$ cat config.mk
export PLATFORM = sky130hd
export DESIGN_NAME = konami_sequencer_flat
export DESIGN_NICKNAME = d
export VERILOG_FILES = /design/src/rtl/konami_sequencer_if.sv /design/src/rtl/konami_sequencer.sv /design/src/flat_wrapper.sv
export SDC_FILE = /design/constraint.sdc
export NUM_CORES = 1
export LEC_CHECK = 0
export CAP_MARGIN = 10
export CELL_PAD_IN_SITES_DETAIL_PLACEMENT = 0
export CELL_PAD_IN_SITES_GLOBAL_PLACEMENT = 1
export CORE_ASPECT_RATIO = 0.75
export CORE_MARGIN = 2
export CORE_UTILIZATION = 52
export DETAILED_ROUTE_END_ITERATION = 6
export PLACE_DENSITY = 0.94
export SYNTH_ARGS = -nofsm -noshare
export SYNTH_HDL_FRONTEND = slang
export SYNTH_SLANG_ARGS = --single-unit
$ cat constraint.sdc
create_clock -name clk -period 9.6 [get_ports clk]
set_input_delay 2.88 -clock clk [delete_from_list [all_inputs] [get_ports clk]]
set_output_delay 2.88 -clock clk [all_outputs]
set_load 0.02 [all_outputs]
$ cat src/rtl/konami_sequencer_if.sv
// konami_sequencer_if
//   Bundles the six raw push-button levels and the display-side outputs of
//   the Konami code sequencer.
//   master : drives the buttons, observes state/unlock (board or testbench)
//   slave  : the sequencer itself
//   Signals:
//     btn_up/down/left/right/b/a : raw levels, 1 = pressed, asynchronous to clk
//     state[3:0]                 : display code (0 idle, 1-8 progress, 9 success, 10 error)
//     unlock                     : one-cycle pulse on entry to success
interface konami_sequencer_if;
  logic       btn_up;
  logic       btn_down;
  logic       btn_left;
  logic       btn_right;
  logic       btn_b;
  logic       btn_a;
  logic [3:0] state;
  logic       unlock;

  modport master (
    output btn_up, btn_down, btn_left, btn_right, btn_b, btn_a,
    input  state, unlock
  );

  modport slave (
    input  btn_up, btn_down, btn_left, btn_right, btn_b, btn_a,
    output state, unlock
  );
endinterface

$ cat src/rtl/konami_sequencer.sv
// konami_sequencer
//   Tracks entry of the Konami code (up up down down left right left right B A)
//   from six raw push-buttons. Each button passes through a two-flop
//   synchronizer and a rising-edge detector; the FSM then checks one press at a
//   time against the expected key, with an inter-press timeout and a timed
//   success/error display.
//
//   Ports:
//     clk    : system clock, rising edge
//     rst_n  : asynchronous active-low reset
//     bus    : konami_sequencer_if.slave (buttons in, state/unlock out)
//
//   Parameters:
//     TIMEOUT_CYCLES : idle cycles tolerated between presses during entry
//     HOLD_CYCLES    : cycles SUCCESS/ERROR stays on the display
//     CNT_W          : shared counter width, >= clog2 of both of the above
//
//   Optional feature macro: KONAMI_RESTART_EN
//     When defined, a single wrong "up" press part-way through the code
//     restarts entry at S1 instead of going to ERROR.
module konami_sequencer #(
  parameter int unsigned TIMEOUT_CYCLES = 50000000,
  parameter int unsigned HOLD_CYCLES    = 100000000,
  parameter int unsigned CNT_W          = 27
) (
  input  logic               clk,
  input  logic               rst_n,
  konami_sequencer_if.slave  bus
);

  // Press vector bit order: {up, down, left, right, b, a}
  localparam logic [5:0] K_UP    = 6'b100000;
  localparam logic [5:0] K_DOWN  = 6'b010000;
  localparam logic [5:0] K_LEFT  = 6'b001000;
  localparam logic [5:0] K_RIGHT = 6'b000100;
  localparam logic [5:0] K_B     = 6'b000010;
  localparam logic [5:0] K_A     = 6'b000001;

  localparam logic [CNT_W-1:0] TMO_LAST  = CNT_W'(TIMEOUT_CYCLES - 1);
  localparam logic [CNT_W-1:0] HOLD_LAST = CNT_W'(HOLD_CYCLES - 1);

`ifdef KONAMI_RESTART_EN
  localparam bit RESTART_EN = 1'b1;
`else
  localparam bit RESTART_EN = 1'b0;
`endif

  // Encoding is chosen so that "next correct state" is simply +1 from
  // IDLE through B_SEEN into SUCCESS.
  typedef enum logic [3:0] {
    ST_IDLE, ST_S1, ST_S2, ST_S3, ST_S4, ST_S5, ST_S6, ST_S7, ST_S8,
    ST_B_SEEN, ST_SUCCESS, ST_ERROR
  } fsm_e;

  function automatic logic [5:0] expected_key(input fsm_e s);
    case (s)
      ST_IDLE, ST_S1: expected_key = K_UP;
      ST_S2, ST_S3:   expected_key = K_DOWN;
      ST_S4, ST_S6:   expected_key = K_LEFT;
      ST_S5, ST_S7:   expected_key = K_RIGHT;
      ST_S8:          expected_key = K_B;
      ST_B_SEEN:      expected_key = K_A;
      default:        expected_key = 6'b000000;
    endcase
  endfunction

  function automatic logic [3:0] state_code(input fsm_e s);
    case (s)
      ST_B_SEEN:  state_code = 4'd8;
      ST_SUCCESS: state_code = 4'd9;
      ST_ERROR:   state_code = 4'd10;
      default:    state_code = 4'(s); // IDLE..S8 map to 0..8 directly
    endcase
  endfunction

  // ---------------------------------------------------------------------------
  // Input path: synchronizer, previous-value flop, edge detect
  // ---------------------------------------------------------------------------
  logic [5:0] raw;
  logic [5:0] sync1_q, sync1_d;
  logic [5:0] sync2_q, sync2_d;
  logic [5:0] prev_q,  prev_d;
  logic [1:0] warm_q,  warm_d;
  logic [5:0] press;
  logic       press_any;
  logic       press_single;

  assign raw = {bus.btn_up, bus.btn_down, bus.btn_left,
                bus.btn_right, bus.btn_b, bus.btn_a};

  // NOTE: every variable written in an always_comb gets a default first, so
  //       no path can leave it unassigned and infer a latch.
  always_comb begin
    sync1_d = raw;
    sync2_d = sync1_q;
    prev_d  = sync2_q;
    // warm_q masks presses until the synchronizer has refilled after reset,
    // so a button held through reset deassertion is not seen as a new press.
    warm_d  = (warm_q == 2'd3) ? warm_q : warm_q + 2'd1;
  end

  assign press        = (warm_q == 2'd3) ? (sync2_q & ~prev_q) : 6'b000000;
  assign press_any    = |press;
  assign press_single = $onehot(press);

  // NOTE: sequential state is written with non-blocking assignments only, so
  //       every flop samples the pre-edge value of every other flop.
  always_ff @(posedge clk or negedge rst_n) begin
    if (!rst_n) begin
      sync1_q <= '0;
      sync2_q <= '0;
      prev_q  <= '0;
      warm_q  <= '0;
    end else begin
      sync1_q <= sync1_d;
      sync2_q <= sync2_d;
      prev_q  <= prev_d;
      warm_q  <= warm_d;
    end
  end

  // ---------------------------------------------------------------------------
  // Sequencer FSM with shared timeout/hold counter
  // ---------------------------------------------------------------------------
  fsm_e             fsm_q,    fsm_d;
  logic [CNT_W-1:0] cnt_q,    cnt_d;
  logic [3:0]       code_q,   code_d;
  logic             unlock_q, unlock_d;

  always_comb begin
    fsm_d = fsm_q;
    cnt_d = cnt_q;
    case (fsm_q)
      ST_IDLE: begin
        cnt_d = '0;
        // Wrong or simultaneous keys are ignored while idle.
        if (press_single && press == K_UP) fsm_d = ST_S1;
      end
      ST_SUCCESS, ST_ERROR: begin
        // Presses are ignored here and never restart the hold time.
        if (cnt_q == HOLD_LAST) fsm_d = ST_IDLE;
        else                    cnt_d = cnt_q + CNT_W'(1);
      end
      default: begin
        // A press always wins over a timeout expiring in the same cycle.
        if (press_any) begin
          if (press_single && press == expected_key(fsm_q))
            fsm_d = fsm_e'(fsm_q + 4'd1);
          else if (RESTART_EN && press_single && press == K_UP)
            fsm_d = ST_S1;
          else
            fsm_d = ST_ERROR;
        end else if (cnt_q == TMO_LAST) begin
          fsm_d = ST_IDLE;
        end else begin
          cnt_d = cnt_q + CNT_W'(1);
        end
      end
    endcase
    // Every transition restarts timing; in entry states every press causes a
    // transition, so this also covers clearing on a press.
    if (fsm_d != fsm_q) cnt_d = '0;

    code_d   = state_code(fsm_d);
    unlock_d = (fsm_d == ST_SUCCESS) && (fsm_q != ST_SUCCESS);
  end

  always_ff @(posedge clk or negedge rst_n) begin
    if (!rst_n) begin
      fsm_q    <= ST_IDLE;
      cnt_q    <= '0;
      code_q   <= 4'd0;
      unlock_q <= 1'b0;
    end else begin
      fsm_q    <= fsm_d;
      cnt_q    <= cnt_d;
      code_q   <= code_d;
      unlock_q <= unlock_d;
    end
  end

  assign bus.state  = code_q;
  assign bus.unlock = unlock_q;

endmodule
$ cat src/flat_wrapper.sv
// flat-port wrapper written by rule: the top's interface ports become plain ports
module konami_sequencer_flat 
#(
  parameter int unsigned TIMEOUT_CYCLES = 50000000,
  parameter int unsigned HOLD_CYCLES    = 100000000,
  parameter int unsigned CNT_W          = 27
)
  (clk, rst_n, bus_btn_up, bus_btn_down, bus_btn_left, bus_btn_right, bus_btn_b, bus_btn_a, bus_state, bus_unlock);
  konami_sequencer_if bus_i ();
  input  logic clk;
  input  logic rst_n;
  input wire logic [$bits(bus_i.btn_up)-1:0] bus_btn_up;
  input wire logic [$bits(bus_i.btn_down)-1:0] bus_btn_down;
  input wire logic [$bits(bus_i.btn_left)-1:0] bus_btn_left;
  input wire logic [$bits(bus_i.btn_right)-1:0] bus_btn_right;
  input wire logic [$bits(bus_i.btn_b)-1:0] bus_btn_b;
  input wire logic [$bits(bus_i.btn_a)-1:0] bus_btn_a;
  output wire logic [$bits(bus_i.state)-1:0] bus_state;
  output wire logic [$bits(bus_i.unlock)-1:0] bus_unlock;
  assign bus_i.btn_up = bus_btn_up;
  assign bus_i.btn_down = bus_btn_down;
  assign bus_i.btn_left = bus_btn_left;
  assign bus_i.btn_right = bus_btn_right;
  assign bus_i.btn_b = bus_btn_b;
  assign bus_i.btn_a = bus_btn_a;
  assign bus_state = bus_i.state;
  assign bus_unlock = bus_i.unlock;
  konami_sequencer #(.TIMEOUT_CYCLES(TIMEOUT_CYCLES), .HOLD_CYCLES(HOLD_CYCLES), .CNT_W(CNT_W)) u_core (.clk(clk), .rst_n(rst_n), .bus(bus_i));
endmodule
[Word level (Yosys, flattened, before mapping)]
Memory sizes are Yosys's and may differ from the RTL's.
Index checks and enable logic that the tools add are counted.
Word-level totals
  flip-flop bits (word level): 56
  bits in read-only memories: 96
  bits of input ports: 8
  output and inout bits: 5
  word-level logic and storage cells: 58
  memories kept: 1
Memories
  (name not given): depth 16, bits a word 6, read ports 1, clocked after memory_dff 0, write ports 0, RTL line konami_sequencer.sv:56  | case (s)
Operators by class
  add/sub/neg operators: 8
  equality and inequality tests: 16
  mux-type cells: 15
  bitwise logic cells: 2
  reduce and logical (&&, ||, !) cells: 8
Operators with widths (count)
  $mux W27: 4
  $pmux W27 S2: 1
  $add A27 B1 Y27 const B: 1
  $eq A27 B26 Y1 const B: 1
  $eq A27 B27 Y1 const B: 1
  $eq A4 B4 Y1 const B: 5
  $mux W4: 5
  $mux W6: 3
  $ne A4 B4 Y1 const B: 3
  $pmux W4 S3: 1
  $pmux W4 S2: 1
  $add A1 B1 Y2: 3
  $add A3 B3 Y3: 2
  $and A6 B6 Y6: 1
  $eq A6 B6 Y1: 1
  $eq A6 B6 Y1 const B: 1
  $not A6 Y6: 1
  $reduce_or A6 Y1: 1
  $add A4 B1 Y4 const B: 1
  $logic_not A4 Y1: 1
  $ne A4 B4 Y1: 1
  $eq A3 B1 Y1 const B: 1
  $logic_and A1 B1 Y1: 3
  $ne A3 B3 Y1 const B: 1
  other kinds (5): 5

[Longest topological paths before layout]
  depth after elaboration: 14
  depth in mapped cells: 15
  depth with buffers taken out: 13

[Least setup slack after synthesis]
OpenSTA, ideal clock, no wires.
  path type: register -> register
  start point: register u_core.warm_q[0]
  end point: register u_core.cnt_q[11]
  setup time: 0.101 ns
  data arrival time: 3.596 ns
  data required time: 9.499 ns
  path slack: 5.903 ns
  cell stages (with the launch flop): 16
  buffers on the path: 2
  clock period less this slack: 3.697 ns
  path through: dfrtp_1 > ha_1 > buf_6 > nand3b_1 > inv_1 > ha_1 > fa_1 > ha_1 > xor2_1 > nor3b_1 > o2111ai_1 > nor4_2 > mux2i_1 > nand3_2 > clkbuf_1 > nor4_1
Between the ends
  word-level cells in the longest chain between the ends: 13
  elaborated cells on any way between the ends: 23
  classes of those cells: add/sub: 5; eq/ne: 8; mux: 6; reduce/logical: 4
Ends and longest elaborated chain
  start: declaration: RTL line konami_sequencer.sv:83  | logic [1:0] warm_q, warm_d;
  start signal: assignment: RTL line konami_sequencer.sv:118  | warm_q <= warm_d;
  $eq A2 B2 Y1 *: RTL line konami_sequencer.sv:102  | assign press = (warm_q == 2'd3) ? (sync2_q & ~prev_q) : 6'b000000;
  $mux W6 *: RTL line konami_sequencer.sv:102
  $add A1 B1 Y2 (implied by the code): RTL line konami_sequencer.sv:104  | assign press_single = $onehot(press);
  $add A3 B3 Y3 (implied by the code) (2 in a row): RTL line konami_sequencer.sv:104
  $eq A3 B1 Y1: RTL line konami_sequencer.sv:104
  $logic_and A1 B1 Y1: RTL line konami_sequencer.sv:147  | if (press_single && press == expected_key(fsm_q))
  $mux W4: RTL line konami_sequencer.sv:147
  $mux W4: RTL line konami_sequencer.sv:146  | if (press_any) begin
  $pmux W4 S2: RTL line konami_sequencer.sv:133  | case (fsm_q)
  $ne A4 B4 Y1: RTL line konami_sequencer.sv:162  | if (fsm_d != fsm_q) cnt_d = '0;
  $ne A4 B4 Y1 (no source line) / $ne A3 B3 Y1 (equally long branches)
  $reduce_and A3 Y1 (no source line)
  end signal: assignment: RTL line konami_sequencer.sv:176  | cnt_q <= cnt_d;
  end: declaration: RTL line konami_sequencer.sv:126  | logic [CNT_W-1:0] cnt_q, cnt_d;
Mark *: on every way between the ends. The rest lies on a longest branch, timed or not.
A chain may end at the register's enable or synchronous reset.

[Worst setup path after layout]
  start point: register u_core.warm_q[0]
  end point: register u_core.cnt_q[21]
The elaborated chain is that of the path after synthesis.

==> results_tabular.tex <==
\begin{tabular}{lr}
\hline
Metric & Value \\
\hline
\multicolumn{2}{l}{\textbf{Status}} \\
\quad Status & finished clean \\
\multicolumn{2}{l}{\textbf{Run}} \\
\quad Count of max-cap constraint violations & 0 \\
\multicolumn{2}{l}{\textbf{Floorplanning}} \\
\quad Core Box Area & 0.00595 mm\^{}2 \\
\quad Die outline area & 0.00694 mm\^{}2 \\
\quad Die H & 72.7 um \\
\quad Row count & 24 \\
\quad Ports placed on the boundary & 13 \\
\quad Die Span X & 95.6 um \\
\quad Initial core utilization & 55.0\% \\
\multicolumn{2}{l}{\textbf{Placement}} \\
\quad Count of buffers inserted at the top-level ports & 12 \\
\quad DP Wirelength & 4840 um \\
\quad Placed cell areas & 0.00342 mm\^{}2 \\
\quad GP Congestion & 0.964 \\
\multicolumn{2}{l}{\textbf{CTS}} \\
\quad Number of H-tree levels & 2 \\
\quad Number of gates resized after CTS & 0 \\
\quad Clk sinks & 56 \\
\quad Clock insertion delay at the later pin of the skew report & 0.32 ns \\
\quad Number of buffers created by CTS & 5 \\
\quad Post-CTS Setup Repair Bufs & 0 \\
\quad Clock input transition at the sequential cells of the worst setup and hold paths & 0.11 ns \\
\quad Max Buffers Root-to-Sink & 2 \\
\quad \# hold bufs at CTS & 0 \\
\quad Cell at the root of the clock tree & clkbuf\_8 \\
\quad Clock tree from TritonCTS & built \\
\multicolumn{2}{l}{\textbf{Logic synthesis}} \\
\quad Gate count of the mapped netlist & 312 \\
\quad Area of the mapped netlist & 0.00327 mm\^{}2 \\
\quad Share of the yosys chip area belonging to registers & 42.9\% \\
\quad Commonest cells in the netlist & dfrtp\_1 (56), nor4\_1 (25), nand2\_1 (19) \\
\quad Number of synthesized flops with an enable pin & 0 \\
\quad Library cell with the highest instance count after synthesis & dfrtp\_1 \\
\quad Cell taking the most area after synthesis & dfrtp\_1 \\
\quad Leading cell types by total area after synthesis & dfrtp\_1 (43\%), ha\_1 (5.0\%), nor4\_1 (4.8\%) \\
\quad Flop and latch count out of synthesis & 56 \\
\quad Syn Nets & about 340 \\
\quad Top\_reg\_cell synth & dfrtp\_1 \\
\quad Number of distinct library cells after synthesis & 62 \\
\quad Share of the synthesized area in the top cell type & 42.9\% \\
\quad Fraction of registers with async set or reset after synthesis & 100\% \\
\quad Yosys Warn Count & 0 \\
\quad Syn avg cell area & 10.5 um\^{}2 \\
\multicolumn{2}{l}{\textbf{STA}} \\
\quad Period utilization & between 40 and 50\% \\
\quad Setup repair after global routing missed its margin & no \\
\quad Worst-Margin Slew & roughly 1.1 ns \\
\quad Relative max-transition margin & 24.6\% \\
\quad Count of pins over their slew limit & 0 \\
\quad Total negative slack & 0 ns \\
\quad Clock period minus worst slack & 4.57 ns \\
\quad Highest clock rate & roughly 220 MHz \\
\quad Number of setup violations in the final report & 0 \\
\quad Number of hold violations in the final report & 0 \\
\quad Worst setup skew after layout & about 0.0064 ns \\
\multicolumn{2}{l}{\textbf{Global routing}} \\
\quad GR Layer Usage met3 & 7.13\% \\
\quad Met1 global-route usage & 35.0\% \\
\quad Initial antenna violation count & 0 \\
\quad Global-route wire length before repair & around 12000 um \\
\quad GRT Resource Usage Total & a little over a fifth \\
\quad Global-route met2 utilization & 28.6\% \\
\quad Most crowded layer after global routing & met1 \\
\quad Global route overflow & 0 \\
\quad Number of global-route vias before repair & 2316 \\
\quad Maximum number of pins on one net before global-route repair & 57 \\
\multicolumn{2}{l}{\textbf{Critical path}} \\
\quad Slowest cell delay on critical path & about 0.5 ns \\
\quad Max Fanout on Critical Path & 27 \\
\quad Number of buffers and inverters on the critical path & 1 \\
\quad Req. time, crit path & around 9.8 ns \\
\quad Crit end category & flop \\
\quad Crit-path most repeated cell & ha\_1 \\
\quad Arrival time of the worst setup path & 4.78 ns \\
\quad Critical-path cell list & ha\_1 > nand3b\_1 > inv\_1 > ha\_1 > fa\_1 > ha\_1 > xor2\_1 > nor3b\_1 > o2111ai\_1 > nor4\_2 > mux2i\_1 > nand3\_2 > nor4\_1 \\
\quad Critical path launch point type & flop \\
\quad Type of the setup path with the least slack & reg2reg \\
\quad Top Family by Delay on Critical Path & simple AND/OR/NAND/NOR gates \\
\quad Master of the slowest instance on the critical path & nand3\_2 \\
\multicolumn{2}{l}{\textbf{Cells and area}} \\
\quad Total non-filler cell area in the finished layout & 0.00352 mm\^{}2 \\
\quad Final Util & $\sim$60\% \\
\quad Fraction of layout cells with a size suffix above 1 & 8.98\% \\
\quad Post-layout net count & 345 \\
\quad P\&R area growth vs syn & 7.54\% \\
\quad Antenna Diode Count & 0 \\
\multicolumn{2}{l}{\textbf{Routing}} \\
\quad 1st-pass router iterations & 4 \\
\quad DR DRC count & 0 \\
\quad Total via count in the routed design & around 2500 \\
\quad Via density per instance & 6.25 \\
\quad Total wirelength of the detailed-routed design & 6840 um \\
\quad Routed len/inst & between 15 and 20 um \\
\quad Number of nets with antenna violations after routing & 0 \\
\quad DR iter-0 viols & 317 \\
\multicolumn{2}{l}{\textbf{Pwr}} \\
\quad Pwr Density & approximately 200 mW/mm\^{}2 \\
\quad Leakage component of the power & 0.00145 uW \\
\quad Power after layout & 691 uW \\
\quad Worst supply voltage drop on vdd & 0.138 mV \\
\multicolumn{2}{l}{\textbf{Hold path}} \\
\quad Type of the most critical hold path & reg2reg \\
\hline
\end{tabular}
==> per-stage QoR <==
stage               hold slack, ns  cells  setup WS, ns
finish                       0.354    401          5.03
floorplan                    0.331    312          5.90
global placement             0.333    393          5.33
global route                 0.367    401          4.70
detailed placement           0.336    393          5.08
CTS                          0.357    401          5.06
==> per-layer routing <==
| layer | vias to the layer above | part of all wire, % |
|---|---|---|
| met5 | - | 0 |
| met4 | 0 | 1.3 |
| met3 | 7 | 8.7 |
| met2 | 97 | 39 |
| met1 | 1214 | 51 |
| li1 | 1188 | - |
==> cell type report <==
type                            instances  area, um^2
Multi-Input combinational cell        233        1750
Fill cell                             497        2430
Inverter                               12        45.0
Sequential cell                        56        1400
Clock inverter                          3        27.5
Timing Repair Buffer                   14         130
Tap cell                               78        97.6
Clock buffer                            5        68.8
==> layout by cell type, fill, tap and decap left out, types with 3 or more instances in the layout <==
master,synthesis,layout
nor3_1,12,12
nand4_1,5,5
o21a_1,3,3
nand3b_1,6,6
a21oi_1,7,7
inv_1,12,12
or3_1,4,4
ha_1,13,13
xnor2_1,13,13
dfrtp_1,56,56
a211oi_1,3,3
nand4b_1,3,3
clkdlybuf4s50_1,0,11
nor2b_1,3,3
nor4_1,25,25
and3_1,8,8
and4_1,4,4
clkbuf_8,0,5
nand3_1,17,17
nor3b_1,3,3
xor2_1,13,13
o211ai_1,3,3
o21ai_0,7,7
nand2_1,19,19
nor2_1,12,12
==> worst paths after layout <==
path                                    from                   to  slack [ns]  depth (start not counted)
max                         u_core.warm_q[0]     u_core.cnt_q[21]        5.03                         13
min                        u_core.sync1_q[1]     u_core.prev_d[1]        0.35                          0
max reg2reg                 u_core.warm_q[0]     u_core.cnt_q[21]        5.03                         13
min reg2reg                u_core.sync1_q[1]     u_core.prev_d[1]        0.35                          0
max in group asynchronous              rst_n     u_core.prev_q[2]        6.47                          2
min in group asynchronous              rst_n  u_core.bus.state[2]        2.68                          2
==> logic make-up (layout without fill, tap and decap cells) <==
logic type | after synthesis | after routing | synth area share [%]
and+or+nand+nor | 143 | 143 | 28.2
AOI/OAI and AO/OA | 45 | 45 | 10.7
buffers and inverters | 23 | 34 | 3.75
xor gates and xnor gates | 26 | 26 | 6.97
muxes | 4 | 4 | 1.30
adders and majority gates | 15 | 15 | 6.20
DFF | 56 | 56 | 42.9
==> state kept, by name, summed over array words and instances (netlist names) <==
name               cells
u_core.bus.state       4
u_core.prev_q          6
u_core.cnt_q          27
u_core.sync1_q         6
u_core.fsm_q           4
u_core.bus.unlock      1
u_core.warm_q          2
u_core.prev_d          6
==> report_power, final <==
part / internal [uW] / switching (uW)
Combinational: 88.9 / 197
Clock: 53.8 / 83.8
Sequential: 251 / 16.0
==> worst reg2reg max path, cell delays in order (launching register included) <==
cell and delay (ns):
dfrtp_1 0.38, ha_1 0.46, nand3b_1 0.21, inv_1 0.13
ha_1 0.25, fa_1 0.41, ha_1 0.21, xor2_1 0.16
nor3b_1 0.33, o2111ai_1 0.30, nor4_2 0.40, mux2i_1 0.26
nand3_2 0.50, nor4_1 0.47
Power figures use the tool's default switching activity.
